--- src/rtl/usb_tx_line_encoder.sv ---
// usb_tx_line_encoder
//   Transmit-side USB full-speed line encoder. Packet bytes arrive from the TX
//   protocol FSM over a valid/ready handshake. Each packet goes onto D+/D- as
//   SYNC, then the payload LSB first, then EOP. Bit stuffing and NRZI are
//   applied along the way. The idle line state is J.
//
// Ports
//   clk         system clock
//   n_rst       asynchronous active-low reset
//   tx_start    1-cycle pulse that starts a packet (honoured only in IDLE)
//   tx_data     payload byte, sent LSB first
//   tx_valid    tx_data / tx_last are valid
//   tx_last     marks the final byte of the packet
//   tx_ready    a byte is accepted on any cycle where tx_valid && tx_ready
//   dplus_out   D+ line drive (registered)
//   dminus_out  D- line drive (registered)
//   tx_busy     high from the cycle after tx_start until the EOP J bit completes
//   tx_err      1-cycle pulse when the holding register underruns
module usb_tx_line_encoder #(
    parameter int CLKS_PER_BIT = 8,
    parameter int STUFF_LEN    = 6
) (
    input  logic       clk,
    input  logic       n_rst,
    input  logic       tx_start,
    input  logic [7:0] tx_data,
    input  logic       tx_valid,
    input  logic       tx_last,
    output logic       tx_ready,
    output logic       dplus_out,
    output logic       dminus_out,
    output logic       tx_busy,
    output logic       tx_err
);

    localparam int CNT_W  = (CLKS_PER_BIT > 1) ? $clog2(CLKS_PER_BIT) : 1;
    localparam int ONES_W = $clog2(STUFF_LEN + 1);
    localparam logic [CNT_W-1:0]  CNT_MAX  = CNT_W'(CLKS_PER_BIT - 1);
    localparam logic [ONES_W-1:0] ONES_MAX = ONES_W'(STUFF_LEN);

    typedef enum logic [2:0] {
        ST_IDLE,
        ST_SYNC,
        ST_DATA,
        ST_STUFF,
        ST_EOP_SE0,
        ST_EOP_J
    } state_t;

    state_t            state_q;
    state_t            resume_q;     // state interrupted by a stuffed bit
    logic [CNT_W-1:0]  cnt_q;
    logic [2:0]        bit_idx_q;    // index of the bit currently on the line
    logic [7:0]        shift_q;      // byte currently being transmitted
    logic              cur_last_q;   // shift_q holds the final byte
    logic [7:0]        hold_q;
    logic              hold_full_q;
    logic              hold_last_q;
    logic              last_acc_q;   // a tx_last byte was accepted this packet
    logic [ONES_W-1:0] ones_q;
    logic              dp_q;
    logic              dm_q;
    logic              busy_q;
    logic              err_q;
    logic              rdy_en_q;     // keeps tx_ready low while in reset

    logic bit_end;
    logic accept;

    // What follows the current bit, ignoring stuffing
    state_t     nb_st;
    state_t     base_st;
    logic [2:0] nb_idx;
    logic       nb_bit;
    logic       nb_load;
    logic       nb_eop;
    logic       nb_err;

    assign bit_end  = (cnt_q == CNT_MAX);
    assign tx_ready = rdy_en_q && !hold_full_q && !last_acc_q &&
                      (state_q != ST_EOP_SE0) && (state_q != ST_EOP_J);
    assign accept   = tx_valid && tx_ready;

    // A stuffed bit resumes at the point it interrupted, so after a stuffed
    // bit the decision is made as if the interrupted bit had just ended.
    always_comb begin
        base_st = (state_q == ST_STUFF) ? resume_q : state_q;
        nb_st   = base_st;
        nb_idx  = bit_idx_q + 3'd1;
        nb_bit  = 1'b0;
        nb_load = 1'b0;
        nb_eop  = 1'b0;
        nb_err  = 1'b0;
        if (bit_idx_q != 3'd7) begin
            if (base_st == ST_SYNC) begin
                // SYNC is 8'h80 LSB first: only the final bit is a 1
                nb_bit = (nb_idx == 3'd7);
            end else begin
                nb_bit = shift_q[nb_idx];
            end
        end else if ((base_st == ST_DATA) && cur_last_q) begin
            nb_eop = 1'b1;
        end else if (hold_full_q) begin
            nb_st   = ST_DATA;
            nb_idx  = 3'd0;
            nb_load = 1'b1;
            nb_bit  = hold_q[0];
        end else begin
            nb_eop = 1'b1;
            nb_err = 1'b1;
        end
    end

    always_ff @(posedge clk or negedge n_rst) begin
        if (!n_rst) begin
            state_q     <= ST_IDLE;
            resume_q    <= ST_IDLE;
            cnt_q       <= '0;
            bit_idx_q   <= 3'd0;
            shift_q     <= 8'h00;
            cur_last_q  <= 1'b0;
            hold_q      <= 8'h00;
            hold_full_q <= 1'b0;
            hold_last_q <= 1'b0;
            last_acc_q  <= 1'b0;
            ones_q      <= '0;
            dp_q        <= 1'b1;
            dm_q        <= 1'b0;
            busy_q      <= 1'b0;
            err_q       <= 1'b0;
            rdy_en_q    <= 1'b0;
        end else begin
            rdy_en_q <= 1'b1;
            err_q    <= 1'b0;

            if (accept) begin
                hold_q      <= tx_data;
                hold_last_q <= tx_last;
                hold_full_q <= 1'b1;
                if (tx_last) begin
                    last_acc_q <= 1'b1;
                end
            end

            if (state_q != ST_IDLE) begin
                cnt_q <= bit_end ? '0 : cnt_q + 1'b1;
            end

            case (state_q)
                ST_IDLE: begin
                    if (tx_start) begin
                        // First SYNC bit is a 0: J -> K
                        state_q   <= ST_SYNC;
                        bit_idx_q <= 3'd0;
                        cnt_q     <= '0;
                        ones_q    <= '0;
                        busy_q    <= 1'b1;
                        dp_q      <= 1'b0;
                        dm_q      <= 1'b1;
                    end
                end

                ST_SYNC, ST_DATA, ST_STUFF: begin
                    if (bit_end) begin
                        if ((state_q != ST_STUFF) && (ones_q == ONES_MAX)) begin
                            state_q  <= ST_STUFF;
                            resume_q <= state_q;
                            ones_q   <= '0;
                            dp_q     <= ~dp_q;
                            dm_q     <= dp_q;
                        end else if (nb_eop) begin
                            state_q   <= ST_EOP_SE0;
                            bit_idx_q <= 3'd0;
                            ones_q    <= '0;
                            dp_q      <= 1'b0;
                            dm_q      <= 1'b0;
                            err_q     <= nb_err;
                            if (nb_err) begin
                                // Aborted packet: drop anything caught in the holding register
                                hold_full_q <= 1'b0;
                                hold_last_q <= 1'b0;
                            end
                        end else begin
                            state_q   <= nb_st;
                            bit_idx_q <= nb_idx;
                            if (nb_load) begin
                                shift_q     <= hold_q;
                                cur_last_q  <= hold_last_q;
                                hold_full_q <= 1'b0;
                            end
                            // NRZI: a 1 holds the level, a 0 toggles J<->K
                            if (nb_bit) begin
                                ones_q <= ones_q + 1'b1;
                            end else begin
                                ones_q <= '0;
                                dp_q   <= ~dp_q;
                                dm_q   <= dp_q;
                            end
                        end
                    end
                end

                ST_EOP_SE0: begin
                    if (bit_end) begin
                        if (bit_idx_q == 3'd1) begin
                            state_q <= ST_EOP_J;
                            dp_q    <= 1'b1;
                            dm_q    <= 1'b0;
                        end else begin
                            bit_idx_q <= bit_idx_q + 3'd1;
                        end
                    end
                end

                ST_EOP_J: begin
                    if (bit_end) begin
                        state_q    <= ST_IDLE;
                        busy_q     <= 1'b0;
                        last_acc_q <= 1'b0;
                        cur_last_q <= 1'b0;
                    end
                end

                default: state_q <= ST_IDLE;
            endcase
        end
    end

    assign dplus_out  = dp_q;
    assign dminus_out = dm_q;
    assign tx_busy    = busy_q;
    assign tx_err     = err_q;

endmodule

--- config.mk ---
export PLATFORM = sky130hd
export DESIGN_NAME = usb_tx_line_encoder
export DESIGN_NICKNAME = d
export VERILOG_FILES = /design/src/rtl/usb_tx_line_encoder.sv
export SDC_FILE = /design/constraint.sdc
export NUM_CORES = 1
export LEC_CHECK = 0
export CORE_MARGIN = 2
export CORE_UTILIZATION = 57
export DETAILED_ROUTE_END_ITERATION = 10
export PLACE_DENSITY = 0.79
export SYNTH_ARGS = -nofsm -noshare
export SYNTH_HDL_FRONTEND = slang
export SYNTH_SLANG_ARGS = --single-unit
--- constraint.sdc ---
create_clock -name clk -period 2.5 [get_ports clk]
set_input_delay 0.5 -clock clk [delete_from_list [all_inputs] [get_ports clk]]
set_output_delay 0.5 -clock clk [all_outputs]
set_load 0.01 [all_outputs]
Yosys cells after proc, flatten, opt, wreduce, memory -nomap -nowiden

Cells that the tools add are included.

Register bits after elaboration: 40
Input bits: 13
Output and inout port bits: 5
Logic and storage cells: 161

Add/sub/neg operators: 3
Order comparisons: 1
Eq/ne operators: 25
Mux-type cells: 89
Bitwise operators: 3
Reductions and logical operators: 24

Operators by type and width:

| operator                                                    | number |
|---|---|
| two-way mux 3 bit                                           | 28 |
| two-way mux 1 bit                                           | 53 |
| inequality test 2 bit (second input constant)               | 9 |
| AND reduction 6 bit                                         | 3 |
| == test 3 bit (second input constant)                       | 5 |
| one-hot mux 3 bit (4 select lines)                          | 1 |
| AND reduction 5 bit                                         | 2 |
| adder 3 x 1 -> 3 bit (second input constant)                | 3 |
| == test 3 x 1 -> 1 bit (second input constant)              | 3 |
| == test 3 x 2 -> 1 bit (second input constant)              | 3 |
| inequality test 3 bit (second input constant)               | 3 |
| one-hot mux 3 bit (3 select lines)                          | 1 |
| AND reduction 3 bit                                         | 3 |
| logical AND 1 bit                                           | 7 |
| one-hot mux 1 bit (3 select lines)                          | 2 |
| one-hot mux 3 bit (2 select lines)                          | 1 |
| nonzero test 2 bit                                          | 3 |
| nonzero test 3 bit                                          | 2 |
| less-than comparator 3 x 4 -> 1 bit (second input constant) | 1 |
| inequality test 4 bit (second input constant)               | 1 |
| one-hot mux 1 bit (2 select lines)                          | 2 |
| binary-select mux 1 bit (select 3 bit)                      | 1 |
| zero test 3 bit                                             | 1 |
| inequality test 3 x 2 -> 1 bit (second input constant)      | 1 |
| 3 further kinds                                             | 6 |

Longest topological paths before layout

Gate-level depths: netlist of run 1.

Depth in word-level cells: 12
Mapped depth: 9
Mapped depth without buffers: 8

Worst setup path after synthesis of run 1

Ideal clock, no wire load.

Path type: register -> register
Start point: register bit_idx_q[0]
End point: register shift_q[0]
Arrival: 1.802 ns
Required time: 2.375 ns
Setup slack: 0.573 ns
Stages on the path, launching flop included: 8
Path buffers: 2
Period minus slack after synthesis: 1.927 ns
Cell sequence: dfrtp_1 > ha_1 > ha_1 > clkbuf_1 > and3_1 > and3_1 > buf_6 > mux2_4

Cells in the longest elaborated chain, start to end: 4
Elaborated cells on any way between the ends: 5
Those cells by class: eq/ne: 1; mux: 2; bitwise: 1; reduce/logical: 1

Ends and longest elaborated chain:

| element                                  | line | source |
|---|---|---|
| start, declared                          | 53   | `logic [2:0] bit_idx_q;` |
| start signal, assigned                   | 185  | `bit_idx_q <= nb_idx;` |
| start signal, assigned                   | 210  | `bit_idx_q <= bit_idx_q + 3'd1;` |
| inequality test 3 bit (*)                | 94   | `if (bit_idx_q != 3'd7) begin` |
| two-way mux 1 bit                        | 94   |  |
| inverter 1 bit (no source line)          | --   |  |
| AND reduction 5 bit (no source line) (*) | --   |  |
| end signal, assigned                     | 187  | `shift_q <= hold_q;` |
| end, declared                            | 54   | `logic [7:0] shift_q;` |

Every way passes the cells marked *; elsewhere a longest branch is shown, timed or not.
A chain may end at the register's enable or synchronous reset.

Final worst setup path of run 1

Start point: register state_q[1]
End point: output port tx_ready

Cells in the longest elaborated chain, start to end: 3
Elaborated cells on any way between the ends: 4
Those cells by class: eq/ne: 2; reduce/logical: 2

Ends and longest elaborated chain:

| element                | line | source |
|---|---|---|
| start, declared        | 50   | `state_t state_q;` |
| start signal, assigned | 184  | `state_q <= nb_st;` |
| inequality test 3 bit  | 81   | `(state_q != ST_EOP_SE0) && (state_q != ST_EOP_J);` |
| logical AND 1 bit      | 80   | `assign tx_ready = rdy_en_q && !hold_full_q && !last_acc_q &&` |
| logical AND 1 bit (*)  | 81   |  |
| end, declared          | 29   | `output logic tx_ready,` |

Marked as above.

==> results.rst, run 1 <==
.. list-table::
   :header-rows: 1

   * - Metric
     - Value
   * - Aggregate global routing overflow
     - 0
   * - Height of the die
     - 65.9 um
   * - Total of max-cap violations
     - 0
   * - Fill cell total of the finished layout
     - 307
   * - Setup Skew
     - 0.00499 ns
   * - Horizontal extent of the die
     - 65.9 um
   * - Longest individual stage delay on the worst path
     - 0.58 ns
   * - Number of antenna violations at the first check in global routing
     - 0
   * - Total count of hold-check failures in the final report
     - 0
   * - Number of CTS-inserted buffers
     - 5
   * - Area Growth Syn to Fin
     - 12.7%
   * - Total global routing track utilization
     - 21.6%
   * - Number of enable flip-flop cells after synthesis
     - 0
   * - DRT Wirelength
     - 3.95 mm
   * - Crit Path Class
     - reg -> out
   * - Half-perimeter wire length after placement
     - 2.87 mm
   * - Total negative slack for setup checks
     - 0 ns
   * - Synthesized area per cell
     - 10.4 um2
   * - Count of pins over their slew limit
     - 0
   * - Cell type contributing the most total cell area after synthesis
     - dfrtp_1
   * - Asr flop ratio synth
     - 100%
   * - Post-Syn Instances
     - 209
   * - Remaining antenna violation count after routing
     - 0
   * - Library cell with the highest instance count after synthesis
     - nand2_1
   * - Clock-pin transition on the worst setup and hold timing paths
     - 0.08 ns
   * - Net count of the mapped netlist
     - 230
   * - Class of the most critical hold timing path
     - in -> async
   * - Synth Warn #
     - 0
   * - Critical path endpoint category
     - primary output
   * - Quantity of I/O buffers inserted on ports
     - 17
   * - Number of remaining DRC errors
     - 0
   * - Total of flip-flops plus latches after synthesis
     - 40
   * - List of cells traversed by the critical path
     - and2b_1 > nor4b_4 > clkdlybuf4s50_1
   * - Unrepaired setup endpoints after global routing
     - false
   * - Hold-fix buffer count after cts
     - 0
   * - First-iteration detailed-routing DRC count
     - 93
   * - First-pass detailed-route iteration total
     - 4
   * - Maximum buffer depth of the clock tree
     - 2
   * - Netlist area before placement
     - 0.00218 mm2
   * - Top cell type's share of synthesized area
     - 44.7%
   * - Post-layout net count
     - 248
   * - Antenna cells
     - 0
   * - GPL Wtd Cong
     - 0.868
   * - Number of H-tree branching levels
     - 2
   * - Post-route minimum period
     - 2.38 ns
   * - Result of the run
     - completed
   * - Global-route wire length before repair
     - 7.07 mm
   * - Initial core utilization
     - 59.6%
   * - Post-synthesis sequential area ratio
     - 45.9%
   * - Number of instances resized during post-cts repair
     - 0
   * - Least-Margin Pin Slew
     - 0.856 ns
   * - Critical Path Slowest Stage Cell
     - clkdlybuf4s50_1
   * - Largest fanout of any net on the critical path
     - 7
   * - Total power density per cell area
     - 1040 mW/mm2
   * - Setup violators final
     - 0
   * - # rows
     - 22
   * - Critical path arrival
     - 1.88 ns
   * - Boundary Pins
     - 18
   * - TritonCTS clock tree
     - done
   * - Total leakage power
     - 1.14 nW
   * - Vias in the first global route
     - 1575
   * - Core Box Area
     - 0.00366 mm2
   * - Leading cell types by count after synthesis
     - nand2_1, dfrtp_1, nor2_1
   * - Library cell used as clock root buffer
     - clkbuf_8
   * - Via-to-Cell Ratio
     - 5.69
   * - Share of the cycle needed by the critical path after routing
     - 95.0%
   * - Type of element launching the critical path
     - flop
   * - Design Power
     - 2.57 mW
   * - DR WL/cell
     - 14.3 um
   * - Post-CTS repair timing setup buffer count
     - 0
   * - Die Footprint
     - 0.00434 mm2
   * - Fmax achieved
     - 421 MHz
   * - Clk Latency, worst-skew pair
     - 0.30 ns
   * - Number of different library cells in the post-synthesis netlist
     - 57
   * - Worst Path Required
     - 2.00 ns
   * - Layout cell share with drive strength beyond 1
     - 17.5%
   * - Routed vias
     - 1570
   * - Max rail drop VDD
     - 606 uV
   * - Slew margin rel.
     - 43.0%
   * - Synth Flop Type
     - dfrtp_1
   * - Largest net degree at the start of global routing
     - 41
   * - CTS sink count
     - 40
   * - Top area cells in the synthesized netlist
     - dfrtp_1, nand2_1, mux2_4
## worst paths after layout
kind	cells past startpoint	end	slack [ns]	startpoint
worst max-delay path	3	tx_ready	0.12	state_q[1]
worst min-delay path	1	dminus_out	0.31	n_rst
worst max register to register	6	shift_q[2]	0.40	bit_idx_q[0]
worst min register to register	2	hold_q[3]	0.48	hold_q[3]
max in group asynchronous	1	cur_last_q	1.66	n_rst
min in group clk	2	hold_q[3]	0.48	hold_q[3]
## per-stage QoR
step,setup slack [ns],hold slack (ns),utilization [%],cell area [um2],std cells
final,0.125,0.308,67.2,2460,276
after global routing,0.0123,0.391,67.2,2460,276
after CTS,0.0989,0.342,67.2,2460,276
after detailed placement,0.420,0.465,64.7,2370,268
after global placement,0.464,0.461,64.7,2370,268
after floorplan,0.573,0.204,-,2180,209
## critical path: cells and delay by family (launching register included)
kind,cells,cell delay (ns)
buffers and inverters,1,0.58
flip-flops,1,0.48
AND/OR/NAND/NOR,2,0.52
## layer usage
metal | vias up | share of wire, % | track usage [%]
li1 | 762 | - | -
met1 | 751 | 43 | 27.4
met2 | 48 | 49 | 35.6
met3 | 9 | 5.5 | 4.43
met4 | 0 | 2.3 | 9.38
met5 | - | 0 | 0
## state kept, by name, summed over array words and instances (netlist names)
register and count:
cnt_q 3, hold_q 8, last_acc_q 1, hold_full_q 1
rdy_en_q 1, dminus_out 1, tx_busy 1, hold_last_q 1
ones_q 3, cur_last_q 1, state_q 3, dplus_out 1
tx_err 1, shift_q 8, resume_q 3, bit_idx_q 3
## where the power goes
group | internal (mW) | leakage [nW] | switching, mW | total [mW]
combinational | 0.492 | 0.591 | 0.576 | 1.07
clock | 0.198 | 0.0445 | 0.237 | 0.435
sequential | 0.870 | 0.508 | 0.196 | 1.07
total | 1.56 | 1.14 | 1.01 | 2.57
## area by class of cell
type / instances / area (um2) / share of cell area (%)
multi-input cells: 149 / 1070 / 43.6
flip-flops and latches: 40 / 1000 / 40.8
repair buffers: 21 / 195 / 7.94
clock buffers: 5 / 68.8 / 2.80
well taps: 48 / 60.1 / 2.44
inverters: 10 / 40.0 / 1.63
clock inverters: 3 / 21.3 / 0.865
## placed cells by master, fill, tap and decap left out, types with 2 or more instances in the layout
cell and instances:
a211oi_2 2, a21o_1 2, a21oi_1 8, and2_1 3
and3_1 3, buf_4 4, clkbuf_8 5, clkdlybuf4s50_1 16
dfrtp_1 39, ha_1 8, inv_1 7, inv_2 2
mux2_1 4, mux2_4 8, mux4_2 2, nand2_1 42
nand2b_1 2, nand3_1 3, nand3b_1 3, nand4_1 2
nor2_1 10, nor2_2 2, nor2b_1 3, nor3_1 2
nor3b_1 2, o21a_1 3, o21ai_0 6, o221ai_1 2
o31ai_1 2
## cells by family after synthesis
group                    count (synthesis)  synth area share [%]
AO/OA/AOI/OAI                           41                  14.9
adder cells (fa/ha/maj)                  8                  4.59
buffers and inverters                   20                  4.99
flip-flops                              40                  45.9
multiplexers                            15                  10.1
other                                    1                 0.172
AND/OR/NAND/NOR                         84                  19.3
Note: power is estimated with default switching activity, not from simulation.
==> run 2: changes to the inputs <==
CAP_MARGIN = 20   (was not set)
==> results of run 2 <==
Final layout, timing and power as in run 1 (identical DEF).
